==> src/rtl/seq_trojan_trigger_if.sv <==
`default_nettype none
// ============================================================================
// Module      : seq_trojan_trigger_if
// Description : Bus bundle between a benchmark core and the trojan trigger:
//               trigger enable, monitored nets, clean data in and the
//               (possibly corrupted) data out plus the trigger flag.
// Revision    : 1.0 - initial release
// ============================================================================
interface seq_trojan_trigger_if #(
    parameter int WIDTH = 4
);
    logic             EN;
    logic [WIDTH-1:0] MON;
    logic [WIDTH-1:0] DIN;
    logic [WIDTH-1:0] DOUT;
    logic             TRIG;

    // Host side: drives the monitored nets and clean data, observes outputs
    modport master (
        output EN, MON, DIN,
        input  DOUT, TRIG
    );

    // Trigger side
    modport slave (
        input  EN, MON, DIN,
        output DOUT, TRIG
    );
endinterface
`default_nettype wire

==> src/rtl/seq_trojan_trigger.sv <==
`default_nettype none
// ============================================================================
// Module      : seq_trojan_trigger
// Description : Sequential trojan benchmark. Counts rare events
//               ((MON & MASK) == (PATTERN & MASK)) while EN is high; after
//               THRESHOLD events it enters FIRE and XORs FLIP_MASK onto the
//               data bus for PAYLOAD_CYCLES cycles (0 = until reset), then
//               goes dormant (ONE_SHOT=1) or re-arms (ONE_SHOT=0).
//               Optional macro TROJAN_CONSEC_EN: a non-event edge with EN=1
//               clears the event count, so events must be consecutive.
// Revision    : 1.0 - initial release
// ============================================================================
module seq_trojan_trigger #(
    parameter int               WIDTH          = 4,
    parameter logic [WIDTH-1:0] MASK           = 4'b1111,
    parameter logic [WIDTH-1:0] PATTERN        = 4'b1010,
    parameter int               THRESHOLD      = 3,
    parameter int               PAYLOAD_CYCLES = 2,
    parameter logic [WIDTH-1:0] FLIP_MASK      = 4'b0001,
    parameter int               ONE_SHOT       = 1
) (
    input  wire logic           CK,
    input  wire logic           RST,
    seq_trojan_trigger_if.slave bus
);

    localparam int EVT_W = $clog2(THRESHOLD + 1);
    localparam int DUR_W = (PAYLOAD_CYCLES == 0) ? 1 : $clog2(PAYLOAD_CYCLES + 1);

    localparam logic [EVT_W-1:0] c_evt_last = EVT_W'(THRESHOLD - 1);
    localparam logic [DUR_W-1:0] c_dur_last =
        DUR_W'((PAYLOAD_CYCLES == 0) ? 0 : PAYLOAD_CYCLES - 1);

    typedef enum logic [1:0] {
        S_IDLE = 2'd0,
        S_FIRE = 2'd1,
        S_DONE = 2'd2
    } state_t;

    state_t           state_q, state_d;
    logic [EVT_W-1:0] evt_cnt_q, evt_cnt_d;
    logic [DUR_W-1:0] dur_cnt_q, dur_cnt_d;

    logic w_event;
    logic w_fire;

    assign w_event = ((bus.MON & MASK) == (PATTERN & MASK));
    assign w_fire  = (state_q == S_FIRE);

    // Payload is a pure decode of the registered state, so reset removes it
    // immediately and DOUT is exactly DIN whenever TRIG is low.
    assign bus.TRIG = w_fire;
    assign bus.DOUT = bus.DIN ^ (w_fire ? FLIP_MASK : '0);

    // State and counter registers with asynchronous reset
    always_ff @(posedge CK or posedge RST) begin
        if (RST) begin
            state_q   <= S_IDLE;
            evt_cnt_q <= '0;
            dur_cnt_q <= '0;
        end else begin
            state_q   <= state_d;
            evt_cnt_q <= evt_cnt_d;
            dur_cnt_q <= dur_cnt_d;
        end
    end

    // Next-state logic: event counting in IDLE, payload timing in FIRE
    always_comb begin
        state_d   = state_q;
        evt_cnt_d = evt_cnt_q;
        dur_cnt_d = dur_cnt_q;

        case (state_q)
            S_IDLE: begin
                if (bus.EN) begin
                    if (w_event) begin
                        if (evt_cnt_q == c_evt_last) begin
                            state_d   = S_FIRE;
                            evt_cnt_d = '0;
                        end else begin
                            evt_cnt_d = evt_cnt_q + EVT_W'(1);
                        end
                    end
`ifdef TROJAN_CONSEC_EN
                    else begin
                        // A gap in an enabled run breaks the sequence
                        evt_cnt_d = '0;
                    end
`endif
                end
            end

            S_FIRE: begin
                // PAYLOAD_CYCLES == 0 keeps the payload on until reset
                if (PAYLOAD_CYCLES != 0) begin
                    if (dur_cnt_q == c_dur_last) begin
                        dur_cnt_d = '0;
                        state_d   = (ONE_SHOT != 0) ? S_DONE : S_IDLE;
                    end else begin
                        dur_cnt_d = dur_cnt_q + DUR_W'(1);
                    end
                end
            end

            S_DONE: begin
                // Dormant until reset
            end

            default: begin
                state_d   = S_IDLE;
                evt_cnt_d = '0;
                dur_cnt_d = '0;
            end
        endcase
    end

endmodule
`default_nettype wire

==> src/flat_wrapper.sv <==
// flat-port wrapper written by rule: the top's interface ports become plain ports
module seq_trojan_trigger_flat 
#(
    parameter int               WIDTH          = 4,
    parameter logic [WIDTH-1:0] MASK           = 4'b1111,
    parameter logic [WIDTH-1:0] PATTERN        = 4'b1010,
    parameter int               THRESHOLD      = 3,
    parameter int               PAYLOAD_CYCLES = 2,
    parameter logic [WIDTH-1:0] FLIP_MASK      = 4'b0001,
    parameter int               ONE_SHOT       = 1
)
  (CK, RST, bus_EN, bus_MON, bus_DIN, bus_DOUT, bus_TRIG);
  seq_trojan_trigger_if #(.WIDTH(WIDTH)) bus_i ();
  input  wire logic CK;
  input  wire logic RST;
  input wire logic [$bits(bus_i.EN)-1:0] bus_EN;
  input wire logic [$bits(bus_i.MON)-1:0] bus_MON;
  input wire logic [$bits(bus_i.DIN)-1:0] bus_DIN;
  output wire logic [$bits(bus_i.DOUT)-1:0] bus_DOUT;
  output wire logic [$bits(bus_i.TRIG)-1:0] bus_TRIG;
  assign bus_i.EN = bus_EN;
  assign bus_i.MON = bus_MON;
  assign bus_i.DIN = bus_DIN;
  assign bus_DOUT = bus_i.DOUT;
  assign bus_TRIG = bus_i.TRIG;
  seq_trojan_trigger #(.WIDTH(WIDTH), .MASK(MASK), .PATTERN(PATTERN), .THRESHOLD(THRESHOLD), .PAYLOAD_CYCLES(PAYLOAD_CYCLES), .FLIP_MASK(FLIP_MASK), .ONE_SHOT(ONE_SHOT)) u_core (.CK(CK), .RST(RST), .bus(bus_i));
endmodule
==> config.mk <==
export PLATFORM = sky130hd
export DESIGN_NAME = seq_trojan_trigger_flat
export DESIGN_NICKNAME = d
export VERILOG_FILES = /design/src/rtl/seq_trojan_trigger_if.sv /design/src/rtl/seq_trojan_trigger.sv /design/src/flat_wrapper.sv
export SDC_FILE = /design/constraint.sdc
export NUM_CORES = 1
export LEC_CHECK = 0
export ABC_AREA = 1
export CAP_MARGIN = 20
export CORE_AREA = 2 2 41 52
export DETAILED_ROUTE_END_ITERATION = 16
export DIE_AREA = 0 0 43 54
export PLACE_DENSITY = 0.57
export SETUP_SLACK_MARGIN = 0.05
export SYNTH_ARGS = -nofsm -noshare
export SYNTH_HDL_FRONTEND = slang
export SYNTH_SLANG_ARGS = --single-unit
==> constraint.sdc <==
create_clock -name CK -period 1.2 [get_ports CK]
set_input_delay 0.12 -clock CK [delete_from_list [all_inputs] [get_ports CK]]
set_output_delay 0.12 -clock CK [all_outputs]
set_load 0.01 [all_outputs]
==> metrics.md <==
| Metric | Value |
|---|---|
| RSZ-0062 raised after global routing | true |
| I/O pins | 16 |
| Fin crit share | 1.069 |
| Synth cell count leaders | nand2_1 (12), inv_1 (11), dfrtp_1 (6) |
| Reg2Reg Setup Slack | -80 ps |
| Worst-case reg-to-reg path depth | 9 |
| Drt initial violations | 6 |
| Share of post-route cells with drive strength above 1 | 0.4000 |
| Clk root buf | clkbuf_4 |
| Worst reg2reg startpoint | u_core.state_q[0]$_DFFE_PP0P_ |
| Average cell area after synthesis | 7.705 um2 |
| Total number of vias | 416 |
| Endpoints failing setup | 5 |
| Initial cell density of the core | 0.2321 |
| Main area contributors after synthesis | dfrtp_1 (34%), ha_1 (14%), nand2_1 (10%) |
| Synth Register Bits | 6 |
| GPL Wtd Cong | 0.6805 |
| Flop pwr share | 0.198 |
| Syn Inst Count | 57 |
| Kind of critical path | register to register |
| Syn Std Cell Area | 439.2 um2 |
| Number of buffers created by CTS | 3 |
| Final wirelength | 961 um |
| Placed cell count | 88 |
| Violated checks | setup timing |
| Largest net degree at the start of global routing | 7 |
| DRT Pass-1 Iters | 3 |
| Crit path to | u_core.state_q[0]$_DFFE_PP0P_ |
| IO Port Bufs | 9 |
| R2r endpoint | u_core.state_q[0]$_DFFE_PP0P_ |
| Combinational share of power | 0.688 |
| Critical Path Start Type | register |
| Die W | 43 um |
| Hold_buf cts | 0 |
| Die height | 54 um |
| Crit. Startpoint | u_core.state_q[0]$_DFFE_PP0P_ |
| Fin. Hold Viols | 0 |
| Async set-reset flop share out of synthesis | 1.000 |
| Net Switching | 736.0 uW |
| Synth top area share | 0.3419 |
| CP Data Arrival Time | 1430 ps |
| Initial antenna violation count | 0 |
| Finished Cell Area | 699.4 um2 |
| Row count | 18 |
| WP data required | 1350 ps |
| Type of the most critical hold path | input port to async pin |
| Post-synth top area cell | dfrtp_1 |
| Worst skew pair latency | 250 ps |
| Fin. max-slew vios | 0 |
| Vias in the first global route | 389 |
| Crit-path max FO | 4 |
| CP Capture Type | register |
| ANT nets after route | 0 |
| Vias per Instance | 4.379 |
| Switching Fraction | 0.4328 |
| Final non-filler cell total | 95 |
| Status | finished, violations left |
| Worst setup margin | -82.93 ps |
| Clock sink count | 6 |
| Setup WS pre-CTS | -229.2 ps |
| Synth-to-Final Area Change | 59.26% |
| Clock slew at reported path FFs | 50 ps |
| Relative slew slack | 0.8370 |
| Max rail drop VDD | 650.5 uV |
| Internal power | 964.3 uW |
| GRT Util Overall | 0.1009 |
| Max Freq | 779.5 MHz |
| Final clock skew | 6.251 ps |
| Cell Area, Placed | 574.3 um2 |
| Least-Margin Pin Slew | 244.3 ps |
| CTS tree | built |
| Wire length per cell | 10.12 um |
| Die Area | 2322 um2 |
| Dpl hpwl | 688.4 um |
| PwrDens | 2431 nW/um2 |
| ANT cells | 0 |
| Fill count | 197 |
| Maxcap violations | 0 |
| Pleak | 0.3707 nW |
| Final Critical Period | 1283 ps |
| Clock Tree Buf Depth | 2 |
| Global route overflow | 0 |
| Core footprint | 1892 um2 |
| Most numerous cell in the Yosys netlist | nand2_1 |
| Htree depth | 1 |
| Clk pwr share | 0.114 |
| First-pass GRT wire length | 1607 um |
| Syn Nets | 73 |
| EDFF count, synth | 0 |
| Warnings from Yosys | 0 |
| Main synth FF type | dfrtp_1 |
| DRC viols | 0 |
| Post-synth cell types | 13 |
| Post-synthesis sequential area ratio | 0.3419 |
| Total Nets Final | 93 |
-- worst min-delay path by stage --
stage	startpoint	to
after floorplan	RST	u_core.dur_cnt_q[0]$_DFFE_PP0N_
after global placement	bus_DIN[1]	bus_DOUT[1]
after detailed placement	bus_DIN[1]	bus_DOUT[1]
after CTS	RST	u_core.dur_cnt_q[1]$_DFFE_PP0N_
after global routing	RST	u_core.dur_cnt_q[1]$_DFFE_PP0N_
final	RST	u_core.dur_cnt_q[1]$_DFFE_PP0N_
-- area by class of cell --
| type | instances | area, um2 | share of cell area |
|---|---|---|---|
| Multi-Input combinational cell | 37 | 292.8 | 0.4186 |
| Timing Repair Buffer | 18 | 165.2 | 0.2361 |
| Sequential cell | 6 | 150.1 | 0.2147 |
| Inverter | 11 | 43.79 | 0.06261 |
| Tap cell | 20 | 25.02 | 0.03578 |
| Clock buffer | 3 | 22.52 | 0.03220 |
-- repair_timing --
action / 4_1_cts / 5_1_grt
pin swaps: 9 / 3
endpoints found under the setup margin: 8 / 8
setup buffers: 3 / 1
endpoints found under the hold margin: 0 / 0
gates resized for setup: 22 / 5
-- logic make-up after synthesis --
logic type,Yosys count,synth area share
DFF,6,0.3419
AOI/OAI and AO/OA,2,0.02849
and+or+nand+nor,29,0.3219
buffers and inverters,14,0.1453
adders and majority gates,5,0.1425
xor gates and xnor gates,1,0.01995
-- power by group through the flow --
stage,Combinational [mW],Clock (mW),Sequential (mW)
finish,1.17,0.195,0.336
global route,1.30,0.215,0.344
CTS,1.08,0.202,0.331
detailed placement,0.855,0,0.320
global placement,0.824,0,0.317
floorplan,0.561,0,0.323
-- routing by layer --
metal	up-vias	GRT usage	wire length (um)
met2	12	0.1869	509
met3	5	0.04698	79
met4	0	0.08081	32
met5	-	0	0
met1	194	0.08081	339
li1	205	-	-
-- worst max-delay path, stage by stage (launching register included) --
cell	delay, ps
dfrtp_1	400
buf_6	130
inv_4	40
ha_4	170
nand2_4	70
nand3_4	70
nor2_4	110
nand2_2	80
nand2_1	70
nand2_1	40
-- through the flow --
step | power [mW] | hold slack [ps] | utilization | setup TNS, ps
final | 1.700 | 86.06 | 0.3697 | -387.8
after global routing | 1.856 | 115.3 | 0.3697 | -919.7
after CTS | 1.611 | 92.89 | 0.3558 | -327.3
after detailed placement | 1.174 | 240.1 | 0.3036 | -592.7
after global placement | 1.141 | 240.1 | 0.3036 | -409.5
after floorplan | 0.8832 | -89.04 | - | 0
-- sequential cells by signal, summed over array words and instances (netlist names) --
| name | count |
|---|---|
| u_core.evt_cnt_q | 2 |
| u_core.dur_cnt_q | 2 |
| u_core.state_q | 2 |
-- placed cells by master, fill, tap and decap left out --
cell / count
inv_2: 2
nor2_1: 5
a21oi_1: 1
dfrtp_1: 6
ha_4: 2
inv_1: 8
clkbuf_4: 3
ha_2: 1
xor2_1: 1
ha_1: 2
inv_4: 1
buf_2: 1
nand3_4: 1
clkdlybuf4s50_1: 7
nand2_4: 5
a21boi_0: 1
nand3_1: 5
nand2_2: 3
nand2_1: 9
buf_6: 4
buf_4: 6
nor2_4: 1
Note: power is estimated with default switching activity, not from simulation.
